$ cat src/rtl/tri_wave_counter_if.sv
// Control/status bundle for tri_wave_counter: configuration strobes in, count state out.
interface tri_wave_counter_if #(
  parameter int WIDTH   = 8,
  parameter int PRESC_W = 4
);
  logic               ena;
  logic [1:0]         mode;
  logic               load;
  logic [1:0]         load_sel;
  logic [WIDTH-1:0]   load_data;
  logic [PRESC_W-1:0] presc;
  logic [WIDTH-1:0]   count;
  logic               dir;
  logic               tc;

  modport master (
    output ena, mode, load, load_sel, load_data, presc,
    input  count, dir, tc
  );

  modport slave (
    input  ena, mode, load, load_sel, load_data, presc,
    output count, dir, tc
  );
endinterface

$ cat src/rtl/tri_wave_counter.sv
// Programmable up/down/triangle counter with bounds, step and tick prescaler.
// Count, dir and tc are registered: a tick on edge N is visible right after edge N.
module tri_wave_counter #(
  parameter int WIDTH   = 8,
  parameter int PRESC_W = 4
) (
  input  logic               clk,
  input  logic               rst_n,
  tri_wave_counter_if.slave  bus
);

  localparam logic [1:0] MODE_UP   = 2'b00;
  localparam logic [1:0] MODE_DOWN = 2'b01;
  localparam logic [1:0] MODE_TRI  = 2'b10;
  localparam logic [1:0] MODE_HOLD = 2'b11;

  localparam logic [1:0] SEL_COUNT = 2'b00;
  localparam logic [1:0] SEL_LO    = 2'b01;
  localparam logic [1:0] SEL_HI    = 2'b10;

  localparam logic [WIDTH-1:0]   STEP_ONE  = WIDTH'(1);
  localparam logic [PRESC_W-1:0] PRESC_ONE = PRESC_W'(1);

  logic [WIDTH-1:0]   r_count;
  logic               r_dir;
  logic               r_tc;
  logic [WIDTH-1:0]   r_lo;
  logic [WIDTH-1:0]   r_hi;
  logic [WIDTH-1:0]   r_step;
  logic [PRESC_W-1:0] r_presc_cnt;

  logic               w_tick;
  logic               w_degen;
  logic [WIDTH:0]     w_step;
  logic [WIDTH:0]     w_cnt_x;
  logic [WIDTH:0]     w_lo_x;
  logic [WIDTH:0]     w_hi_x;
  logic [WIDTH:0]     w_up_sum;
  logic [WIDTH:0]     w_dn_diff;
  logic [WIDTH:0]     w_lo_step;
  logic [WIDTH-1:0]   w_nxt_count;
  logic               w_nxt_dir;
  logic               w_nxt_tc;

  assign w_tick    = bus.ena && (r_presc_cnt == bus.presc);
  // Widened by one bit so bound checks see true sums instead of wrapped ones.
  assign w_step    = {1'b0, (r_step == '0) ? STEP_ONE : r_step};
  assign w_cnt_x   = {1'b0, r_count};
  assign w_lo_x    = {1'b0, r_lo};
  assign w_hi_x    = {1'b0, r_hi};
  assign w_up_sum  = w_cnt_x + w_step;
  assign w_dn_diff = w_cnt_x - w_step;
  assign w_lo_step = w_lo_x + w_step;
  assign w_degen   = (r_lo >= r_hi);

  always_comb begin
    w_nxt_count = r_count;
    w_nxt_dir   = r_dir;
    w_nxt_tc    = 1'b0;
    if (w_tick && bus.mode != MODE_HOLD) begin
      if (w_degen) begin
        w_nxt_count = r_lo;
        w_nxt_dir   = 1'b1;
      end else begin
        case (bus.mode)
          MODE_UP: begin
            w_nxt_dir = 1'b1;
            if (w_up_sum > w_hi_x) begin
              w_nxt_count = r_lo;
              w_nxt_tc    = 1'b1;
            end else begin
              w_nxt_count = w_up_sum[WIDTH-1:0];
            end
          end
          MODE_DOWN: begin
            w_nxt_dir = 1'b0;
            if (w_cnt_x < w_lo_step) begin
              w_nxt_count = r_hi;
              w_nxt_tc    = 1'b1;
            end else begin
              w_nxt_count = w_dn_diff[WIDTH-1:0];
            end
          end
          MODE_TRI: begin
            if (r_dir) begin
              if (w_up_sum >= w_hi_x) begin
                w_nxt_count = r_hi;
                w_nxt_dir   = 1'b0;
                w_nxt_tc    = 1'b1;
              end else begin
                w_nxt_count = w_up_sum[WIDTH-1:0];
              end
            end else begin
              if (w_cnt_x <= w_lo_step) begin
                w_nxt_count = r_lo;
                w_nxt_dir   = 1'b1;
                w_nxt_tc    = 1'b1;
              end else begin
                w_nxt_count = w_dn_diff[WIDTH-1:0];
              end
            end
          end
          default: begin
            w_nxt_count = r_count;
          end
        endcase
      end
    end
  end

  always_ff @(posedge clk or negedge rst_n) begin
    if (!rst_n) begin
      r_count     <= '0;
      r_dir       <= 1'b1;
      r_tc        <= 1'b0;
      r_lo        <= '0;
      r_hi        <= '1;
      r_step      <= STEP_ONE;
      r_presc_cnt <= '0;
    end else begin
      if (bus.load && bus.load_sel == SEL_COUNT) begin
        r_presc_cnt <= '0;
      end else if (bus.ena) begin
        r_presc_cnt <= (r_presc_cnt == bus.presc) ? '0 : r_presc_cnt + PRESC_ONE;
      end

      // A write strobe swallows any tick landing in the same cycle.
      if (bus.load) begin
        r_tc <= 1'b0;
        case (bus.load_sel)
          SEL_COUNT: r_count <= bus.load_data;
          SEL_LO:    r_lo    <= bus.load_data;
          SEL_HI:    r_hi    <= bus.load_data;
          default:   r_step  <= bus.load_data;
        endcase
      end else begin
        r_count <= w_nxt_count;
        r_dir   <= w_nxt_dir;
        r_tc    <= w_nxt_tc;
      end
    end
  end

  assign bus.count = r_count;
  assign bus.dir   = r_dir;
  assign bus.tc    = r_tc;

endmodule

$ cat src/flat_wrapper.sv
// flat-port wrapper written by rule: the top's interface ports become plain ports
module tri_wave_counter_flat 
#(
  parameter int WIDTH   = 8,
  parameter int PRESC_W = 4
)
  (clk, rst_n, bus_ena, bus_mode, bus_load, bus_load_sel, bus_load_data, bus_presc, bus_count, bus_dir, bus_tc);
  tri_wave_counter_if #(.WIDTH(WIDTH), .PRESC_W(PRESC_W)) bus_i ();
  input  logic clk;
  input  logic rst_n;
  input wire logic [$bits(bus_i.ena)-1:0] bus_ena;
  input wire logic [$bits(bus_i.mode)-1:0] bus_mode;
  input wire logic [$bits(bus_i.load)-1:0] bus_load;
  input wire logic [$bits(bus_i.load_sel)-1:0] bus_load_sel;
  input wire logic [$bits(bus_i.load_data)-1:0] bus_load_data;
  input wire logic [$bits(bus_i.presc)-1:0] bus_presc;
  output wire logic [$bits(bus_i.count)-1:0] bus_count;
  output wire logic [$bits(bus_i.dir)-1:0] bus_dir;
  output wire logic [$bits(bus_i.tc)-1:0] bus_tc;
  assign bus_i.ena = bus_ena;
  assign bus_i.mode = bus_mode;
  assign bus_i.load = bus_load;
  assign bus_i.load_sel = bus_load_sel;
  assign bus_i.load_data = bus_load_data;
  assign bus_i.presc = bus_presc;
  assign bus_count = bus_i.count;
  assign bus_dir = bus_i.dir;
  assign bus_tc = bus_i.tc;
  tri_wave_counter #(.WIDTH(WIDTH), .PRESC_W(PRESC_W)) u_core (.clk(clk), .rst_n(rst_n), .bus(bus_i));
endmodule
$ cat config.mk
export PLATFORM = sky130hd
export DESIGN_NAME = tri_wave_counter_flat
export DESIGN_NICKNAME = d
export VERILOG_FILES = /design/src/rtl/tri_wave_counter_if.sv /design/src/rtl/tri_wave_counter.sv /design/src/flat_wrapper.sv
export SDC_FILE = /design/constraint.sdc
export NUM_CORES = 1
export LEC_CHECK = 0
export BUFFER_PORTS_ARGS = -buffer_cell sky130_fd_sc_hd__clkbuf_2
export CORE_MARGIN = 5
export CORE_UTILIZATION = 55
export CTS_CLUSTER_SIZE = 10
export DETAILED_ROUTE_END_ITERATION = 16
export HOLD_SLACK_MARGIN = 0.02
export PLACE_DENSITY = 0.74
export SYNTH_ARGS = -nofsm -noshare
export SYNTH_HDL_FRONTEND = slang
export SYNTH_SLANG_ARGS = --single-unit
$ cat constraint.sdc
create_clock -name clk -period 3.8 [get_ports clk]
set_input_delay 0.76 -clock clk [delete_from_list [all_inputs] [get_ports clk]]
set_output_delay 0.76 -clock clk [all_outputs]
set_load 0.1 [all_outputs]
======== Word-level counts from Yosys, hierarchy flattened ========
Cells that the tools add are included.
word-level totals
  register bits ........................... 38
  input port bits ......................... 20
  output and inout port bits .............. 10
  logic and storage cells ................. 68
cells by class
  $add $sub $neg .......................... 4
  $lt $le $gt $ge ......................... 5
  equality and inequality tests ........... 7
  multiplexer cells ....................... 27
  bitwise gates (word level) .............. 2
  reduce and logical (&&, ||, !) cells .... 16
operators with widths
  operator             number
  $mux 8               10
  $pmux 8 s3           1
  $add 8x8->9          2
  $mux 4               3
  $mux 1               11
  $ge 9x8->1           1
  $gt 9x8->1           1
  $le 8x9->1           1
  $lt 8x9->1           1
  $ge 8x8->1           1
  $logic_not 8->1      1
  $sub 8x8->8          1
  $pmux 1 s3           2
  $reduce_and 2->1     3
  $reduce_and 3->1     2
  $reduce_bool 5->1    1
  $add 4x1->4 const B  1
  $eq 2x1->1 const B   2
  $eq 2x2->1 const B   2
  $eq 4x4->1           1
  $logic_not 2->1      2
  $reduce_bool 2->1    2
  $reduce_bool 4->1    1
  $logic_and 1x1->1    3
  4 further kinds      5

======== Logic depth before layout (Yosys ltp) ========
  depth in word-level cells ............... 10
  depth in mapped cells ................... 18
  gate-level depth less buffers ........... 17

======== Worst setup path before layout ========
Ideal clock, no wire load.
  path type ............................... register -> register
  from .................................... register u_core.r_count[2], in the netlist u_core.bus.count[2]
  to ...................................... register u_core.r_count[3], in the netlist u_core.bus.count[3]
  setup time .............................. 132 ps
  arrival time ............................ 4,135 ps
  data required time ...................... 3,668 ps
  slack ................................... -467 ps
  stages on the path, launching flop included .. 15
  path buffers ............................ 1
  period minus slack after synthesis ...... 4,267 ps
  cell sequence ........................... dfrtp_1 -> ha_1 -> buf_2 -> nand2b_1 -> a211oi_1 -> or4_1 -> nand3_1 -> ha_1 -> a2111oi_0 -> o21ai_1 -> o31ai_2 -> nand2_1 -> mux2_1 -> o2111ai_1 -> a31oi_1
between the ends
  word-level cells in the longest chain between the ends .. 8
  elaborated cells between the ends (all ways) .. 15
  those cells by class .................... 2 x add/sub; 4 x order compare; 9 x mux
ends and longest elaborated chain
  element                   line                     source
  start: declaration        tri_wave_counter.sv:24   logic [WIDTH-1:0] r_count;
  start signal: assignment  tri_wave_counter.sv:131  SEL_COUNT: r_count <= bus.load_data;
  start signal: assignment  tri_wave_counter.sv:137  r_count <= w_nxt_count;
  $add 8x8->9               tri_wave_counter.sv:51   assign w_up_sum = w_cnt_x + w_step;
  $ge 9x8->1                tri_wave_counter.sv:86   if (w_up_sum >= w_hi_x) begin
  $mux 8                    tri_wave_counter.sv:86
  $mux 8                    tri_wave_counter.sv:85   if (r_dir) begin
  $pmux 8 s3 (*)            tri_wave_counter.sv:65   case (bus.mode)
  $mux 8 (*)                tri_wave_counter.sv:61   if (w_degen) begin
  $mux 8 (*)                tri_wave_counter.sv:60   if (w_tick && bus.mode != MODE_HOLD) begin
  $mux 8 (*)                tri_wave_counter.sv:128  if (bus.load) begin
Mark *: on every way between the ends. The rest lies on a longest branch, timed or not. The select of a mux whose other input is x is not followed.
A chain may end at the register's enable or synchronous reset.

======== Worst setup path after layout ========
  from .................................... register u_core.r_step[3]
  to ...................................... register u_core.r_count[1], in the netlist u_core.bus.count[1]
between the ends
  word-level cells in the longest chain between the ends .. 10
  elaborated cells between the ends (all ways) .. 18
  those cells by class .................... 3 x add/sub; 4 x order compare; 10 x mux; 1 x reduce/logical
ends and longest elaborated chain
  element                                          line                                            source
  start: declaration                               tri_wave_counter.sv:29                          logic [WIDTH-1:0] r_step;
  start signal: assignment                         tri_wave_counter.sv:134                         default: r_step <= bus.load_data;
  $logic_not 8->1                                  tri_wave_counter.sv:47                          assign w_step = {1'b0, (r_step == '0) ? STEP_ONE : r_step};
  $mux 8 (*)                                       tri_wave_counter.sv:47
  $add 8x8->9 (on tied branches)                   tri_wave_counter.sv:53, tri_wave_counter.sv:51
  $le 8x9->1 / $ge 9x8->1 (equally long branches)  tri_wave_counter.sv:94, tri_wave_counter.sv:86
  $mux 8 (on tied branches)                        tri_wave_counter.sv:94, tri_wave_counter.sv:86
  $mux 8                                           tri_wave_counter.sv:85
  $pmux 8 s3 (*)                                   tri_wave_counter.sv:65
  $mux 8 (*)                                       tri_wave_counter.sv:61
  $mux 8 (*)                                       tri_wave_counter.sv:60
  $mux 8 (*)                                       tri_wave_counter.sv:128
Marked as above.

==> run summary <==
insertion delay to the later sink of the worst-skew pair: 0.30 ns
Slew HR: 34.6%
share of cells above drive strength 1: 44.9%
Post-synth EDFFs: 0
DP HPWL: 10600 µm
syn nets: 514
fin worst setup slack: -0.217 ns
Top FF cell, synth: dfrtp_1
final wirelength: 14000 µm
crit path cell chain: inv_1 > a41o_1 > ha_4 > fa_2 > nand2b_4 > a211oi_4 > or4_4 > nand3_4 > ha_4 > a2111oi_4 > o21ai_2 > o31ai_4 > nand2_2 > a311oi_2 > buf_4 > o21ai_2 > a31oi_1
Cell variety after synth: 72
Worst Skew: 0.0121 ns
Synth Cell Area: 3980 µm²
TritonCTS clock tree: built
core area: 7140 µm²
critical path endpoint category: flop
final-report setup violation count: 10
filler instances: 519
CP peak stage delay: 0.56 ns
Tot GR Track Use: 31.2%
CTS max path bufs: 2
Crit Reg-Reg Startpoint: u_core.r_step[3]
# port buffers: 29
slowest stage cell on the critical path: or4_4
Vias/cell: 6.32
via count: 4035
Final Max Slew Viols: 0
critical-path maximum fanout: 3
Worst Path Required: 4.02 ns
Data arrival, critical path: 4.24 ns
Async SR Flop Fraction: 100%
Place WS: -0.287 ns
Final Non-Filler Cells: 638
vias in the first global route: 3891
max-cap viol count: 0
Slew @ Worst Pin: 0.982 ns
antenna fix cells: 0
Reg2Reg Capture Point: u_core.bus.count[1]
r2r setup slk: -0.22 ns
Top delay family on crit path: compound AO/OA/AOI/OAI gates
H-tree depth: 2
unrepaired setup endpoints after global routing: yes
first drt pass iteration count: 5
Area growth syn-to-layout: 37.3%
CTS Buf Count: 5
Critical Path Source Type: flop
Final Cycle Share: 106%
failing checks: negative setup slack
global-route wire length before repair: 21100 µm
Yosys reg bits: 38
post-layout minimum cycle time: 4.02 ns
clock sinks: 38
fmax: 249 MHz
final-stage net count: 613
post-cts hold buffer count: 0
Syn Inst Count: 439
DRT iter0 DRCs: 418
clock slew at reported path FFs: 0.09 ns
Die Height: 95.1 µm
Worst Hold End: u_core.r_hi[7]
total die area: 9040 µm²
Hold Fails Final Rpt: 0
Residual DRC: 0
reg2reg path depth: 17
critical path startpoint: u_core.r_step[3]
antenna violations before repair: 0
WHS Path Cells: 2
gpl congestion: 0.998
DR WL/cell: 22.0 µm
placed insts: 612
sequential fraction of the synthesis area: 24.2%
site row count: 31
antenna viol nets, final: 0
outcome: complete, but fails checks
Worst Hold Launch: u_core.r_hi[7]
Ys Warns: 0
largest net degree at the start of global routing: 39
critical path type: flop to flop
post-layout util: 76.6%
syn avg cell area: 9.07 µm²
worst min path class: flop to flop
initial core utilization: 55.8%
CP bufs+invs: 2
Die Wd: 95.1 µm
# IOs: 30
Root Buffer: clkbuf_8
GRT overflow: 0
## worst reg2reg max path: stages, from the launching register on
cell       delay (ns)
dfrtp_1          0.36
inv_1            0.07
a41o_1           0.25
ha_4             0.18
fa_2             0.38
nand2b_4         0.10
a211oi_4         0.06
or4_4            0.56
nand3_4          0.12
ha_4             0.22
a2111oi_4        0.35
o21ai_2          0.14
o31ai_4          0.28
nand2_2          0.15
a311oi_2         0.34
buf_4            0.18
o21ai_2          0.05
a31oi_1          0.16
## synthesized netlist by cell type (4+ instances only)
cell      number  share of area (%)
a211o_1        5                1.1
clkbuf_1      10               0.94
inv_1         29                2.7
o21ai_0       18                2.3
a211oi_1       7                1.3
nor3_1         7               0.88
nand4_1        7                1.1
dfrtp_1       28                 18
a221oi_1       6                1.3
o221ai_1       5                1.1
xor2_1         8                1.8
nor2_1        18                1.7
a21oi_1       25                3.1
a31oi_1        9                1.4
o22ai_1        5               0.79
nand3b_1       4               0.75
dfstp_2       10                6.6
nand3_1       10                1.3
xnor2_1       13                2.9
o31ai_1        4               0.75
nand2_1       23                2.2
mux2i_1        7                1.8
o211ai_1       5               0.94
nor2b_1        7                1.1
mux2_2        25                7.1
o21ai_1        8                1.0
buf_2          6               0.75
nand2b_1      12                1.9
ha_1          52                 16
a21o_1         7                1.3
## placed cells by master, fill, tap and decap left out, types with 6 or more instances in the layout
cell type	instances
ha_1	46
nor2b_1	6
clkbuf_2	29
nand2_1	19
inv_1	27
nand2b_1	9
mux2i_1	7
buf_6	8
a31oi_1	8
o21ai_1	8
xnor2_1	12
xor2_1	8
clkbuf_8	6
mux2_2	23
dfstp_2	10
a21oi_1	21
buf_4	72
a21o_1	7
nand4_1	7
dfrtp_1	21
o21ai_2	8
o21ai_0	12
nor2_1	15
## per-stage QoR
| stage | hold WS (ns) | instance area, µm² | setup TNS, ns |
|---|---|---|---|
| final | 0.542 | 5470 | -1.42 |
| after global routing | 0.575 | 5470 | -3.23 |
| after CTS | 0.535 | 5150 | -0.845 |
| after detailed placement | 0.523 | 4740 | -2.20 |
| after global placement | 0.508 | 4740 | -1.74 |
| after floorplan | 0.464 | 4080 | -0.0318 |
## metal layers
metal | global-route usage (%) | wire length, µm | up-vias
met5 | 0 | 0 | -
met4 | 11.4 | 441 | 0
met3 | 5.45 | 1130 | 44
met2 | 48.6 | 6520 | 215
met1 | 43.2 | 5940 | 1924
li1 | - | - | 1852
## worst max path at each step
stage / end / cells after the start
floorplan: u_core.bus.count[2] / 16
global placement: u_core.bus.count[2] / 17
detailed placement: u_core.bus.count[1] / 18
CTS: u_core.bus.count[2] / 17
global route: u_core.bus.count[1] / 17
finish: u_core.bus.count[1] / 17
## cell type report
class                      instances  area [µm²]  area share, %
tap                               99         124           2.27
timing repair buffer             109         776           14.2
clock inverter                     2        60.1           1.10
inverter                          29         109           1.99
sequential                        38         977           17.9
clock buffer                       6        82.6           1.51
multi-input combinational        355        3340           61.1
## registers in the layout, summed over array words and instances, names as in the netlist
name,count
u_core.r_step,8
u_core.r_lo,8
u_core.r_hi,8
u_core.bus.count,8
u_core.bus.tc,1
u_core.bus.dir,1
u_core.r_presc_cnt,4
## timing repair
item / 4_1_cts / 5_1_grt
endpoints found under the hold margin: 0 / 0
setup endpoints to repair: 10 / 10
buffers inserted: 9 / 11
resized for setup: 43 / 49
pin swaps: 32 / 47
## kinds of logic (layout without fill, tap and decap cells)
group	Yosys count	after routing	share of synthesized area, %
flops	38	38	24.2
fa+ha+maj	55	55	17.9
simple gates	108	108	14.8
buf+inv	46	146	4.53
compound gates	137	137	24.6
mux	34	34	9.40
xor+xnor	21	21	4.62
Power is left out: the tool's default activity adds up to more than one toggle a clock period on the data nets, which glitch-free logic cannot reach.
